[config.mk]
export PLATFORM = sky130hd
export DESIGN_NAME = serial_adder
export DESIGN_NICKNAME = d
export VERILOG_FILES = /design/src/rtl/serial_adder_pkg.sv /design/src/rtl/serial_adder_f_adder.sv /design/src/rtl/serial_adder.sv
export SDC_FILE = /design/constraint.sdc
export NUM_CORES = 1
export LEC_CHECK = 0
export ABC_CLOCK_PERIOD_IN_PS = 1500
export BUFFER_PORTS_ARGS = -buffer_cell sky130_fd_sc_hd__buf_2
export CORE_MARGIN = 4
export CORE_UTILIZATION = 23
export CTS_CLUSTER_DIAMETER = 200
export CTS_CLUSTER_SIZE = 12
export DETAILED_ROUTE_END_ITERATION = 8
export PLACE_DENSITY_LB_ADDON = 0.25
export SLEW_MARGIN = 20
export SYNTH_ARGS = -nofsm -noshare
export SYNTH_HDL_FRONTEND = slang
export SYNTH_SLANG_ARGS = --single-unit
[constraint.sdc]
create_clock -name clk -period 1.5 [get_ports clk]
set_input_delay 0.15 -clock clk [delete_from_list [all_inputs] [get_ports clk]]
set_output_delay 0.15 -clock clk [all_outputs]
set_load 0.03 [all_outputs]
[src/rtl/serial_adder_pkg.sv]
// Shared constants for the bit-serial adder: FSM state encoding and default width.
package serial_adder_pkg;

  localparam logic [1:0] ST_IDLE = 2'd0;
  localparam logic [1:0] ST_RUN  = 2'd1;
  localparam logic [1:0] ST_DONE = 2'd2;

  localparam int ADD_W = 8;

endpackage

[src/rtl/serial_adder_f_adder.sv]
// One-bit full-adder cell; the whole datapath of the serial adder is one of these.
module f_adder (
  input  logic cin,
  input  logic x,
  input  logic y,
  output logic s,
  output logic cout
);

  // Sum and majority carry of the three input bits.
  always_comb begin
    s    = x ^ y ^ cin;
    cout = (x & y) | (cin & (x ^ y));
  end

endmodule

[src/rtl/serial_adder.sv]
// Bit-serial W-bit adder: operands are shifted LSB first through a single
// full-adder cell, one bit per clock, with the ripple carry held in a flop.
//
//   state    | meaning
//   ---------+---------------------------------------------------------
//   ST_IDLE  | waiting for start; operands captured on an accepted start
//   ST_RUN   | one operand bit per edge through the cell, W edges total
//   ST_DONE  | result registers valid, done pulses for this one cycle
module serial_adder
  import serial_adder_pkg::*;
#(
  parameter int W = ADD_W
) (
  input  logic         clk,
  input  logic         rst_n,
  input  logic         start,
  input  logic [W-1:0] a,
  input  logic [W-1:0] b,
  input  logic         cin,
  output logic         busy,
  output logic         done,
  output logic [W-1:0] sum,
  output logic         cout,
  output logic         ovf
);

  // Sized so W-1 is representable without wrapping before the compare.
  localparam int CW = $clog2(W) + 1;

  logic [1:0]    state;
  logic [W-1:0]  ra;
  logic [W-1:0]  rb;
  logic [W-1:0]  rs;
  logic [W-1:0]  rs_shift;
  logic          carry;
  logic          cmsb;
  logic [CW-1:0] cnt;
  logic          bit_s;
  logic          bit_c;
  logic          last_bit;

  f_adder u_cell (
    .cin  (carry),
    .x    (ra[0]),
    .y    (rb[0]),
    .s    (bit_s),
    .cout (bit_c)
  );

  // New sum bit enters at the MSB; a 1-bit build has nothing to shift.
  generate
    if (W == 1) begin : g_rs_w1
      assign rs_shift = bit_s;
    end else begin : g_rs_wn
      assign rs_shift = {bit_s, rs[W-1:1]};
    end
  endgenerate

  assign last_bit = (cnt == CW'(W - 1));

  // FSM, operand/sum shifters, ripple carry and bit counter.
  // The result registers load on the final RUN edge so they are already
  // valid in the cycle where done is high.
  always_ff @(posedge clk or negedge rst_n) begin
    if (!rst_n) begin
      state <= ST_IDLE;
      ra    <= '0;
      rb    <= '0;
      rs    <= '0;
      carry <= 1'b0;
      cmsb  <= 1'b0;
      cnt   <= '0;
      sum   <= '0;
      cout  <= 1'b0;
      ovf   <= 1'b0;
    end else begin
      case (state)
        ST_IDLE: begin
          if (start) begin
            ra    <= a;
            rb    <= b;
            carry <= cin;
            cnt   <= '0;
            state <= ST_RUN;
          end
        end
        ST_RUN: begin
          rs    <= rs_shift;
          ra    <= ra >> 1;
          rb    <= rb >> 1;
          carry <= bit_c;
          cnt   <= cnt + CW'(1);
          if (last_bit) begin
            cmsb  <= carry;
            sum   <= rs_shift;
            cout  <= bit_c;
            ovf   <= carry ^ bit_c;
            state <= ST_DONE;
          end
        end
        ST_DONE: begin
          state <= ST_IDLE;
        end
        default: begin
          state <= ST_IDLE;
        end
      endcase
    end
  end

  // Status outputs decoded straight from the state register.
  always_comb begin
    busy = (state != ST_IDLE);
    done = (state == ST_DONE);
  end

endmodule

==> run summary, run 1 <==
==================================================================================
Result of the run ...................................................    completed
Number of antenna violations at the first check in global routing ...            0
Kind of launch point of the worst setup path ........................    flip-flop
Core Rows ...........................................................           30
Area taken by multi-input logic gates ...............................    678.2 um2
Type of element capturing the critical path .........................    flip-flop
Net switching share of the total power ..............................       36.41%
Critical path peak fanout ...........................................            5
Largest net degree at the start of global routing ...................           41
Gate count of the mapped netlist ....................................          143
Aggregate global routing overflow ...................................            0
Share of the synthesized area in the top cell type ..................       59.57%
Combinational group share of total power ............................        44.1%
Half-perimeter wire length after detailed placement .................      2380 um
Number of H-tree levels .............................................            2
Design internal power ...............................................      2900 uW
Type of the tightest min-delay check ................................ input pin to flip-flop
Portion of total power attributed to sequential cells ...............        40.0%
Maximum clock insertion buffer count ................................            2
Reg clk slew, reported paths ........................................        70 ps
IR drop worst, VDD ..................................................    0.4446 mV
Power spent charging and discharging nets ...........................      1661 uW
Core Util, Final ....................................................       32.02%
Number of clock sinks ...............................................           40
Post-placement setup slack ..........................................     52.48 ps
R2r setup slk .......................................................        30 ps
Number of flops mapped to enable cells by yosys .....................            0
Final-layout worst hold slack .......................................     117.3 ps
Wire length of the first global-routing pass ........................      6085 um
Die Outline Area ....................................................     8738 um2
Worst Path Required .................................................      1670 ps
Count of distinct cell types in the synthesized netlist .............           23
Vias in the first global route ......................................        1,220
Clock share of power ................................................        15.9%
Warning count from the yosys run ....................................            0
Count of buffers from port buffering ................................           31
Detailed-route vias per instance ....................................        4.249
Share of synthesized registers carrying an async set or reset .......       100.0%
Cell types occupying the most area after synthesis .................. dfrtp_1, mux2_2, a22oi_1, o21ai_0, nand2_1
Leading register cell type out of synthesis .........................      dfrtp_1
Layout Nets .........................................................          210
Library cell used as clock root buffer ..............................     clkbuf_8
Starting density of the core ........................................       24.20%
Origin of the worst min-delay path ..................................         b[7]
Die Height ..........................................................     93.48 um
Average wire length per cell after detail routing ...................     13.12 um
Final Routed Wirelength .............................................      3738 um
RR Startpoint .......................................................       cnt[1]
Layout fillers ......................................................          712
Unrepaired setup endpoints after global routing .....................          yes
Post-route worst setup slack ........................................     31.65 ps
Worst hold path endpoint ............................................        rb[7]
DRT Pass-1 Iters ....................................................            4
Endpoints failing hold ..............................................            0
Io pins .............................................................           32
Shortest clock period the worst path allows after layout ............      1468 ps
Syn avg cell area ...................................................    11.75 um2
Placeable Area ......................................................     6944 um2
Antenna Diode Count .................................................            0
Remaining number of nets flagged by the antenna check after routing .            0
Worst slew slack as a fraction of its limit .........................       65.25%
Via total after detailed routing ....................................        1,211
Actual slew at the worst max-slew pin ...............................     521.3 ps
Logic depth of the worst register-to-register path ..................            5
Fmax ................................................................    681.0 MHz
Flop and latch count out of synthesis ...............................           40
Number of DRC violations after detailed-routing iteration 0 .........           58
Layout cells sized above 1 ..........................................       39.68%
Source-to-sink clock delay at the later pin of the worst-skew pair ..       280 ps
Power Total .........................................................      4561 uW
Max Slew Vio Count ..................................................            0
Post-Route Skew .....................................................     1.801 ps
All-layer global routing usage ......................................       8.977%
DRC violation count after routing ...................................            0
Worst reg2reg endpoint ..............................................         cout
Hold depth ..........................................................            3
Most common library cell in the layout ignoring fill and taps .......      dfrtp_1
CTS Buf Count .......................................................            5
Sequential-to-total area share from yosys stat ......................       59.57%
Library cell occupying the most area in the post-synthesis netlist ..      dfrtp_1
Period utilization ..................................................       97.89%
Power density normalized to cell area ...............................  2051 nW/um2
Leakage power figure ................................................  0.001019 uW
Combined area of all synthesized cells ..............................     1680 um2
TritonCTS clock tree ................................................         done
Signed area change from the synthesized netlist to the final layout .       32.32%
WP data arrival .....................................................      1640 ps
Final Setup Violations ..............................................            0
Die width ...........................................................     93.48 um
Category of the most critical setup path ............................ flip-flop to flip-flop
Area taken by flip-flops and latches ................................     1002 um2
Routability congestion estimate from global placement ...............       0.7133
Commonest cells after routing, fill and taps aside .................. dfrtp_1, buf_2, nand2_1, o21ai_0, a22oi_1
Synth Net Count .....................................................          165
Max_cap viols .......................................................            0
==================================================================================
-- stage by stage --
step,cell area (um2),TNS (ps),std cells
6_report,2223,0,285
5_1_grt,2223,-538.1,285
4_1_cts,2103,0,281
3_5_place_dp,1996,0,272
3_3_place_gp,1996,0,272
2_1_floorplan,1680,0,143
-- sequential cells by signal, indices dropped and copies added (netlist names) --
| signal | count |
|---|---|
| ra | 8 |
| rs | 7 |
| ovf | 1 |
| carry | 1 |
| state | 2 |
| rb | 8 |
| sum | 8 |
| cout | 1 |
| cnt | 4 |
-- critical path, cell delays in order (launching register included) --
cell	delay, ps
dfrtp_1	370
ha_2	190
nand2_2	80
nor3_4	230
buf_6	180
mux2_4	300
-- power by group through the flow --
stage | combinational [uW] | clock, uW | sequential (uW)
2_1_floorplan | 1040 | 0 | 2010
3_3_place_gp | 1800 | 0 | 1820
3_5_place_dp | 1810 | 0 | 1830
4_1_cts | 1830 | 761 | 1810
5_1_grt | 2230 | 794 | 1890
6_report | 2010 | 725 | 1820
-- Yosys cell counts, types with 2 or more instances --
cell type,count
inv_1,2
nor2_1,2
clkbuf_1,6
mux2_2,18
nor2b_1,2
nand2_1,23
o21ai_0,19
a22oi_1,15
nand3_1,2
dfrtp_1,40
buf_4,2
-- cell families after synthesis --
kind of cell	after synthesis	synth area share (%)
flip-flops	40	59.57
AO/OA/AOI/OAI	39	14.67
AND/OR/NAND/NOR	32	8.265
multiplexers	18	12.06
buffers and inverters	11	2.978
adder cells (fa/ha/maj)	2	1.936
XOR/XNOR	1	0.5213
-- layer usage --
layer  wire length, um  vias up  GRT usage [%]
met5                 0        -              0
met4                64        0          3.297
met3               171        6          2.977
met2              1744       22          13.28
met1              1758      585          12.14
li1                  -      598              -
-- what timing repair did --
item,4_1_cts,5_1_grt
hold endpoints to repair,40,0
buffers inserted,0,2
resized for setup,2,23
setup endpoints to repair,1,11
gates cloned,0,2
pin swaps,0,2
hold buffers,1,0
-- area by class of cell --
| class | instances | share of cell area, % |
|---|---|---|
| Clock buffer | 8 | 4.052 |
| Inverter | 2 | 0.3376 |
| Multi-Input combinational cell | 92 | 30.50 |
| Sequential cell | 40 | 45.08 |
| Tap cell | 96 | 5.402 |
| Timing Repair Buffer | 47 | 14.63 |
-- how the worst max path moves through the flow --
stage | from | end | slack, ps | cells after the start
after floorplan | carry | ovf | 100 | 3
after global placement | carry | ovf | 70 | 3
after detailed placement | carry | ovf | 50 | 3
after CTS | state[1] | busy | 5 | 3
after global routing | cnt[1] | ovf | -60 | 5
final | cnt[1] | cout | 30 | 5
(Power assumes the default switching activity.)
==> run 2, diff against run 1 <==
--- a/config.mk
+++ b/config.mk
@@ -6,12 +6,12 @@
 export NUM_CORES = 1
 export LEC_CHECK = 0
 export ABC_CLOCK_PERIOD_IN_PS = 1500
-export BUFFER_PORTS_ARGS = -buffer_cell sky130_fd_sc_hd__buf_2
 export CORE_MARGIN = 4
 export CORE_UTILIZATION = 23
 export CTS_CLUSTER_DIAMETER = 200
 export CTS_CLUSTER_SIZE = 12
 export DETAILED_ROUTE_END_ITERATION = 8
+export DONT_BUFFER_PORTS = 1
 export PLACE_DENSITY_LB_ADDON = 0.25
 export SLEW_MARGIN = 20
 export SYNTH_ARGS = -nofsm -noshare
==> run 2 against run 1 <==
Power is 5.0% lower; cell count shrank 9.5%; final area is 6.8% lower; clock skew up 8.6 ps; worst hold slack got worse by 51 ps; setup slack improved by 14 ps; utilization fell by 2.2 points; clock power fell by 5.8%; first-iteration DRC count is 1.7% higher; critical path type unchanged.
==> run summary, run 2 (synthesis results as in run 1) <==
==================================================================================
CTS Buf Count .......................................................            5   unchanged
Vias in the first global route ......................................        1,138   was 1,220
Crit path buf inv count .............................................            1   unchanged
Layout fillers ......................................................          711   was 712
Number of H-tree levels .............................................            2   unchanged
Actual slew at the worst max-slew pin ...............................     339.5 ps   was 521.3 ps
Kind of launch point of the worst setup path ........................    flip-flop   unchanged
Post-route worst setup slack ........................................     45.89 ps   was 31.65 ps
Count of buffers from port buffering ................................            0   was 31
Type of element capturing the critical path .........................    flip-flop   unchanged
Io pins .............................................................           32   unchanged
Layout Nets .........................................................          183   was 210
Leakage power figure ................................................ 0.0008837 uW   was 0.001019 uW
Layout cells sized above 1 ..........................................       28.40%   was 39.68%
Type of the tightest min-delay check ................................ input pin to flip-flop   unchanged
Unrepaired setup endpoints after global routing .....................          yes   unchanged
Die Height ..........................................................     93.48 um   unchanged
Core Util, Final ....................................................       29.84%   was 32.02%
Remaining number of nets flagged by the antenna check after routing .            0   unchanged
Shortest clock period the worst path allows after layout ............      1454 ps   was 1468 ps
Die Outline Area ....................................................     8738 um2   unchanged
Category of the most critical setup path ............................ flip-flop to flip-flop   unchanged
Worst-path cell chain ............................................... ha_2 -> nand2_2 -> nor3_4 -> buf_6 -> mux2_2   was ha_2 -> nand2_2 -> nor3_4 -> buf_6 -> mux2_4
Commonest cells after routing, fill and taps aside .................. dfrtp_1, nand2_1, o21ai_0, mux2_2, a22oi_1   was dfrtp_1, buf_2, nand2_1, o21ai_0, a22oi_1
Power density normalized to cell area ...............................  2092 nW/um2   was 2051 nW/um2
All-layer global routing usage ......................................       8.812%   was 8.977%
Starting density of the core ........................................       24.20%   unchanged
Post-Route Skew .....................................................     10.44 ps   was 1.801 ps
Slowest stage cell, crit path .......................................      dfrtp_1   unchanged
Half-perimeter wire length after detailed placement .................      2407 um   was 2380 um
Power Total .........................................................      4334 uW   was 4561 uW
Number of clock sinks ...............................................           40   unchanged
Placeable Area ......................................................     6944 um2   unchanged
Average wire length per cell after detail routing ...................     14.73 um   was 13.12 um
Core Rows ...........................................................           30   unchanged
Number of DRC violations after detailed-routing iteration 0 .........           59   was 58
Detailed-route vias per instance ....................................        4.360   was 4.249
Period utilization ..................................................       96.94%   was 97.89%
Endpoints failing hold ..............................................            0   unchanged
Die width ...........................................................     93.48 um   unchanged
DRT Pass-1 Iters ....................................................            4   unchanged
Critical path peak fanout ...........................................            6   was 5
Number of antenna violations at the first check in global routing ...            0   unchanged
Signed area change from the synthesized netlist to the final layout .       23.31%   was 32.32%
Reg clk slew, reported paths ........................................        80 ps   was 70 ps
Final Routed Wirelength .............................................      3800 um   was 3738 um
IR drop worst, VDD ..................................................    0.4363 mV   was 0.4446 mV
Aggregate global routing overflow ...................................            0   unchanged
Largest net degree at the start of global routing ...................           41   unchanged
Routability congestion estimate from global placement ...............       0.6659   was 0.7133
Max_cap viols .......................................................            0   unchanged
Library cell used as clock root buffer ..............................     clkbuf_8   unchanged
Final Setup Violations ..............................................            0   unchanged
Max Slew Vio Count ..................................................            0   unchanged
Gate family responsible for the most delay along the worst path .....   flip-flops   unchanged
TritonCTS clock tree ................................................         done   unchanged
Crit path largest cell delay ........................................       390 ps   was 370 ps
Largest registers ................................................... ra x8, rb x8, sum x8   unchanged
Wire length of the first global-routing pass ........................      6044 um   was 6085 um
Result of the run ...................................................    completed   unchanged
Via total after detailed routing ....................................        1,125   was 1,211
Worst slew slack as a fraction of its limit .........................       77.36%   was 65.25%
Most common library cell in the layout ignoring fill and taps .......      dfrtp_1   unchanged
WP data arrival .....................................................      1630 ps   was 1640 ps
Fmax ................................................................    687.7 MHz   was 681.0 MHz
Antenna Diode Count .................................................            0   unchanged
DRC violation count after routing ...................................            0   unchanged
Maximum clock insertion buffer count ................................            2   unchanged
Source-to-sink clock delay at the later pin of the worst-skew pair ..       290 ps   was 280 ps
Post-placement setup slack ..........................................     19.77 ps   was 52.48 ps
Worst Path Required .................................................      1680 ps   was 1670 ps
==================================================================================
==> run 2: changes by cell type in the layout (fill, tap and decap cells not counted), moves of 2 or more <==
| cell | previous run | this run |
|---|---|---|
| mux2_2 | 8 | 18 |
| buf_8 | 0 | 2 |
| buf_2 | 30 | 0 |
| dlygate4sd3_1 | 1 | 3 |
| mux2_4 | 10 | 0 |
==> run 2: worst reg2reg max path: stages, from the launching register on <==
cell	delay, ps
dfrtp_1	390
ha_2	210
nand2_2	70
nor3_4	170
buf_6	160
mux2_2	340
==> run 2: worst paths after layout <==
path,from,to,slack (ps),depth (start not counted)
max,cnt[0],sum[1],50,5
min,a[6],ra[6],70,2
max reg2reg,cnt[0],sum[1],50,5
min reg2reg,rb[6],rb[6],490,2
max in group asynchronous,rst_n,state[1],940,2
min in group asynchronous,rst_n,rb[6],350,2
==> run 2: stage by stage <==
stage / cell area (um2) / instances / hold WS, ps / TNS (ps)
2_1_floorplan: 1680 / 143 / -145.6 / 0
6_report: 2072 / 258 / 66.74 / 0
4_1_cts: 1976 / 252 / 53.81 / 0
5_1_grt: 2072 / 258 / 60.61 / -142.4
3_5_place_dp: 1833 / 240 / -144.4 / 0
3_3_place_gp: 1833 / 240 / -144.3 / 0
==> run 2: layer usage <==
layer	global-route usage, %	routed length [um]	vias up
li1	-	-	539
met5	0	0	-
met1	11.59	1648	554
met3	3.298	254	4
met2	12.75	1838	28
met4	4.029	57	0
==> run 2: layout make-up <==
cell class	count	area, um2	area share, %
inverter	2	7.507	0.3623
clock buffer	7	76.32	3.684
timing repair buffer	20	214.0	10.33
tap	96	120.1	5.797
multi-input combinational	92	643.1	31.04
sequential	40	1002	48.37
clock inverter	1	8.758	0.4227
==> run 2: what timing repair did <==
item | in CTS | in global routing
hold buffers | 4 | 0
endpoints found under the setup margin | 1 | 11
pin swaps | 0 | 0
gates resized for setup | 2 | 12
gates cloned | 0 | 2
hold endpoints to repair | 41 | 0
setup buffers | 0 | 4
==> run 2: where the power goes <==
group	internal, uW	switching, uW	leakage (uW)	total [uW]
Clock	332	351	0.0000424	683
Sequential	1530	561	0.000512	2090
Combinational	833	725	0.000329	1560
Total	2700	1640	0.000884	4330
==> run 3, diff against run 2 <==
--- a/config.mk
+++ b/config.mk
@@ -13,6 +13,7 @@
 export DETAILED_ROUTE_END_ITERATION = 8
 export DONT_BUFFER_PORTS = 1
 export PLACE_DENSITY_LB_ADDON = 0.25
+export RECOVER_POWER = 25
 export SLEW_MARGIN = 20
 export SYNTH_ARGS = -nofsm -noshare
 export SYNTH_HDL_FRONTEND = slang
==> run 3 against run 2 <==
Flip-flop and latch count stayed put; critical path depth stayed put; clock power is essentially flat.
==> run summary, run 3 (synthesis results as in run 1) <==
==================================================================================
Period utilization ..................................................       96.94%   about the same
Io pins .............................................................           32   unchanged
Unrepaired setup endpoints after global routing .....................          yes   unchanged
Placeable Area ......................................................     6944 um2   unchanged
Remaining number of nets flagged by the antenna check after routing .            0   unchanged
Routability congestion estimate from global placement ...............       0.6659   unchanged
Slowest stage cell, crit path .......................................      dfrtp_1   unchanged
Shortest clock period the worst path allows after layout ............      1454 ps   about the same
Antenna Diode Count .................................................            0   unchanged
Endpoints failing hold ..............................................            0   unchanged
Die Height ..........................................................     93.48 um   unchanged
Layout fillers ......................................................          713   was 711
Layout cells sized above 1 ..........................................       28.40%   unchanged
CTS Buf Count .......................................................            5   unchanged
Critical Path Start .................................................       cnt[0]   unchanged
Half-perimeter wire length after detailed placement .................      2407 um   unchanged
Via total after detailed routing ....................................        1,124   was 1,125
Type of the tightest min-delay check ................................ input pin to flip-flop   unchanged
Core Rows ...........................................................           30   unchanged
Die width ...........................................................     93.48 um   unchanged
Average wire length per cell after detail routing ...................     14.75 um   was 14.73 um
Signed area change from the synthesized netlist to the final layout .       22.41%   was 23.31%
Layout Nets .........................................................          183   unchanged
Area taken by multi-input logic gates ...............................    643.1 um2   unchanged
IR drop worst, VDD ..................................................    0.4367 mV   was 0.4363 mV
Final Setup Violations ..............................................            0   unchanged
Max_cap viols .......................................................            0   unchanged
Leakage power figure ................................................ 0.0008785 uW   was 0.0008837 uW
Post-Route Skew .....................................................     11.08 ps   was 10.44 ps
Portion of total power attributed to sequential cells ...............        48.4%   was 48.3%
Kind of launch point of the worst setup path ........................    flip-flop   unchanged
Final-layout worst hold slack .......................................     66.65 ps   was 66.74 ps
Critical path peak fanout ...........................................            6   unchanged
Largest registers ................................................... ra x8, rb x8, sum x8   unchanged
Actual slew at the worst max-slew pin ...............................     977.6 ps   was 339.5 ps
Largest net degree at the start of global routing ...................           41   unchanged
Net switching share of the total power ..............................       37.79%   was 37.77%
Aggregate global routing overflow ...................................            0   unchanged
DRC violation count after routing ...................................            0   unchanged
Die Outline Area ....................................................     8738 um2   unchanged
WP data arrival .....................................................      1630 ps   about the same
Library cell used as clock root buffer ..............................     clkbuf_8   unchanged
Count of buffers from port buffering ................................            0   unchanged
Design internal power ...............................................      2692 uW   was 2697 uW
Power spent charging and discharging nets ...........................      1636 uW   was 1637 uW
Fmax ................................................................    687.7 MHz   about the same
Detailed-route vias per instance ....................................        4.357   was 4.360
Combinational group share of total power ............................        35.9%   about the same
All-layer global routing usage ......................................       8.812%   unchanged
RR Startpoint .......................................................       cnt[0]   unchanged
Number of DRC violations after detailed-routing iteration 0 .........           83   was 59
Gate family responsible for the most delay along the worst path .....   flip-flops   unchanged
Clock share of power ................................................        15.8%   about the same
Power density normalized to cell area ...............................  2104 nW/um2   was 2092 nW/um2
Reg clk slew, reported paths ........................................        80 ps   about the same
DRT Pass-1 Iters ....................................................            4   unchanged
Area taken by flip-flops and latches ................................     1002 um2   unchanged
Type of element capturing the critical path .........................    flip-flop   unchanged
Commonest cells after routing, fill and taps aside .................. dfrtp_1, nand2_1, o21ai_0, mux2_2, a22oi_1   unchanged
Starting density of the core ........................................       24.20%   unchanged
Origin of the worst min-delay path ..................................         a[6]   unchanged
Power Total .........................................................      4328 uW   was 4334 uW
TritonCTS clock tree ................................................         done   unchanged
Category of the most critical setup path ............................ flip-flop to flip-flop   unchanged
Crit path buf inv count .............................................            1   unchanged
Most common library cell in the layout ignoring fill and taps .......      dfrtp_1   unchanged
Core Util, Final ....................................................       29.62%   was 29.84%
Number of H-tree levels .............................................            2   unchanged
Maximum clock insertion buffer count ................................            2   unchanged
Crit path largest cell delay ........................................       390 ps   about the same
Worst Path Required .................................................      1680 ps   about the same
Worst-path cell chain ............................................... ha_2 -> nand2_2 -> nor3_4 -> buf_6 -> mux2_2   unchanged
Post-route worst setup slack ........................................     45.88 ps   was 45.89 ps
Final Routed Wirelength .............................................      3805 um   was 3800 um
Source-to-sink clock delay at the later pin of the worst-skew pair ..       290 ps   about the same
Worst slew slack as a fraction of its limit .........................       34.83%   was 77.36%
Post-placement setup slack ..........................................     19.77 ps   unchanged
Wire length of the first global-routing pass ........................      6044 um   unchanged
Max Slew Vio Count ..................................................            0   unchanged
Number of antenna violations at the first check in global routing ...            0   unchanged
Vias in the first global route ......................................        1,138   unchanged
Number of clock sinks ...............................................           40   unchanged
Result of the run ...................................................    completed   unchanged
==================================================================================
==> run 3: worst reg2reg max path, delay by kind of cell (launching register included) <==
family | cells | cell delay [ps]
adder cells (fa/ha/maj) | 1 | 210
buffers and inverters | 1 | 160
flip-flops | 1 | 390
multiplexers | 1 | 340
AND/OR/NAND/NOR | 2 | 240
==> run 3: final timing paths <==
check | end | slack, ps | cells past startpoint
min in group asynchronous | rb[6] | 600 | 2
worst min register to register | rb[6] | 490 | 2
worst max register to register | sum[1] | 50 | 5
max in group asynchronous | state[1] | 240 | 2
worst min-delay path | ra[6] | 70 | 2
worst max-delay path | sum[1] | 50 | 5
==> run 3: stage by stage <==
step | TNS [ps] | cells | cell area (um2)
2_1_floorplan | 0 | 143 | 1680
3_3_place_gp | 0 | 240 | 1833
3_5_place_dp | 0 | 240 | 1833
4_1_cts | 0 | 252 | 1976
5_1_grt | -142.4 | 258 | 2057
6_report | 0 | 258 | 2057
==> run 3: area by class of cell <==
class / instances / share of cell area, %
clock buffer: 7 / 3.710
clock inverter: 1 / 0.4258
inverter: 2 / 0.3650
multi-input combinational: 92 / 31.27
sequential: 40 / 48.72
tap: 96 / 5.839
timing repair buffer: 20 / 9.672
==> run 3: what timing repair did <==
action,4_1_cts,5_1_grt
hold buffers,4,0
hold endpoints to repair,41,0
gates cloned,0,2
resized for setup,2,12
setup endpoints to repair,1,11
setup buffers,0,4
==> run 3: power groups by stage <==
| stage | logic, uW | clock network (uW) | registers (uW) |
|---|---|---|---|
| finish | 1550 | 683 | 2090 |
| CTS | 1420 | 718 | 2090 |
| detailed placement | 1360 | 0 | 2110 |
| floorplan | 1040 | 0 | 2010 |
| global route | 1730 | 768 | 2160 |
| global placement | 1310 | 0 | 2090 |
==> run 3: routing by layer <==
metal / vias up / GRT usage, % / routed length [um]
met5: - / 0 / 0
met2: 28 / 12.75 / 1867
li1: 538 / - / -
met1: 554 / 11.59 / 1611
met3: 4 / 3.298 / 268
met4: 0 / 4.029 / 57
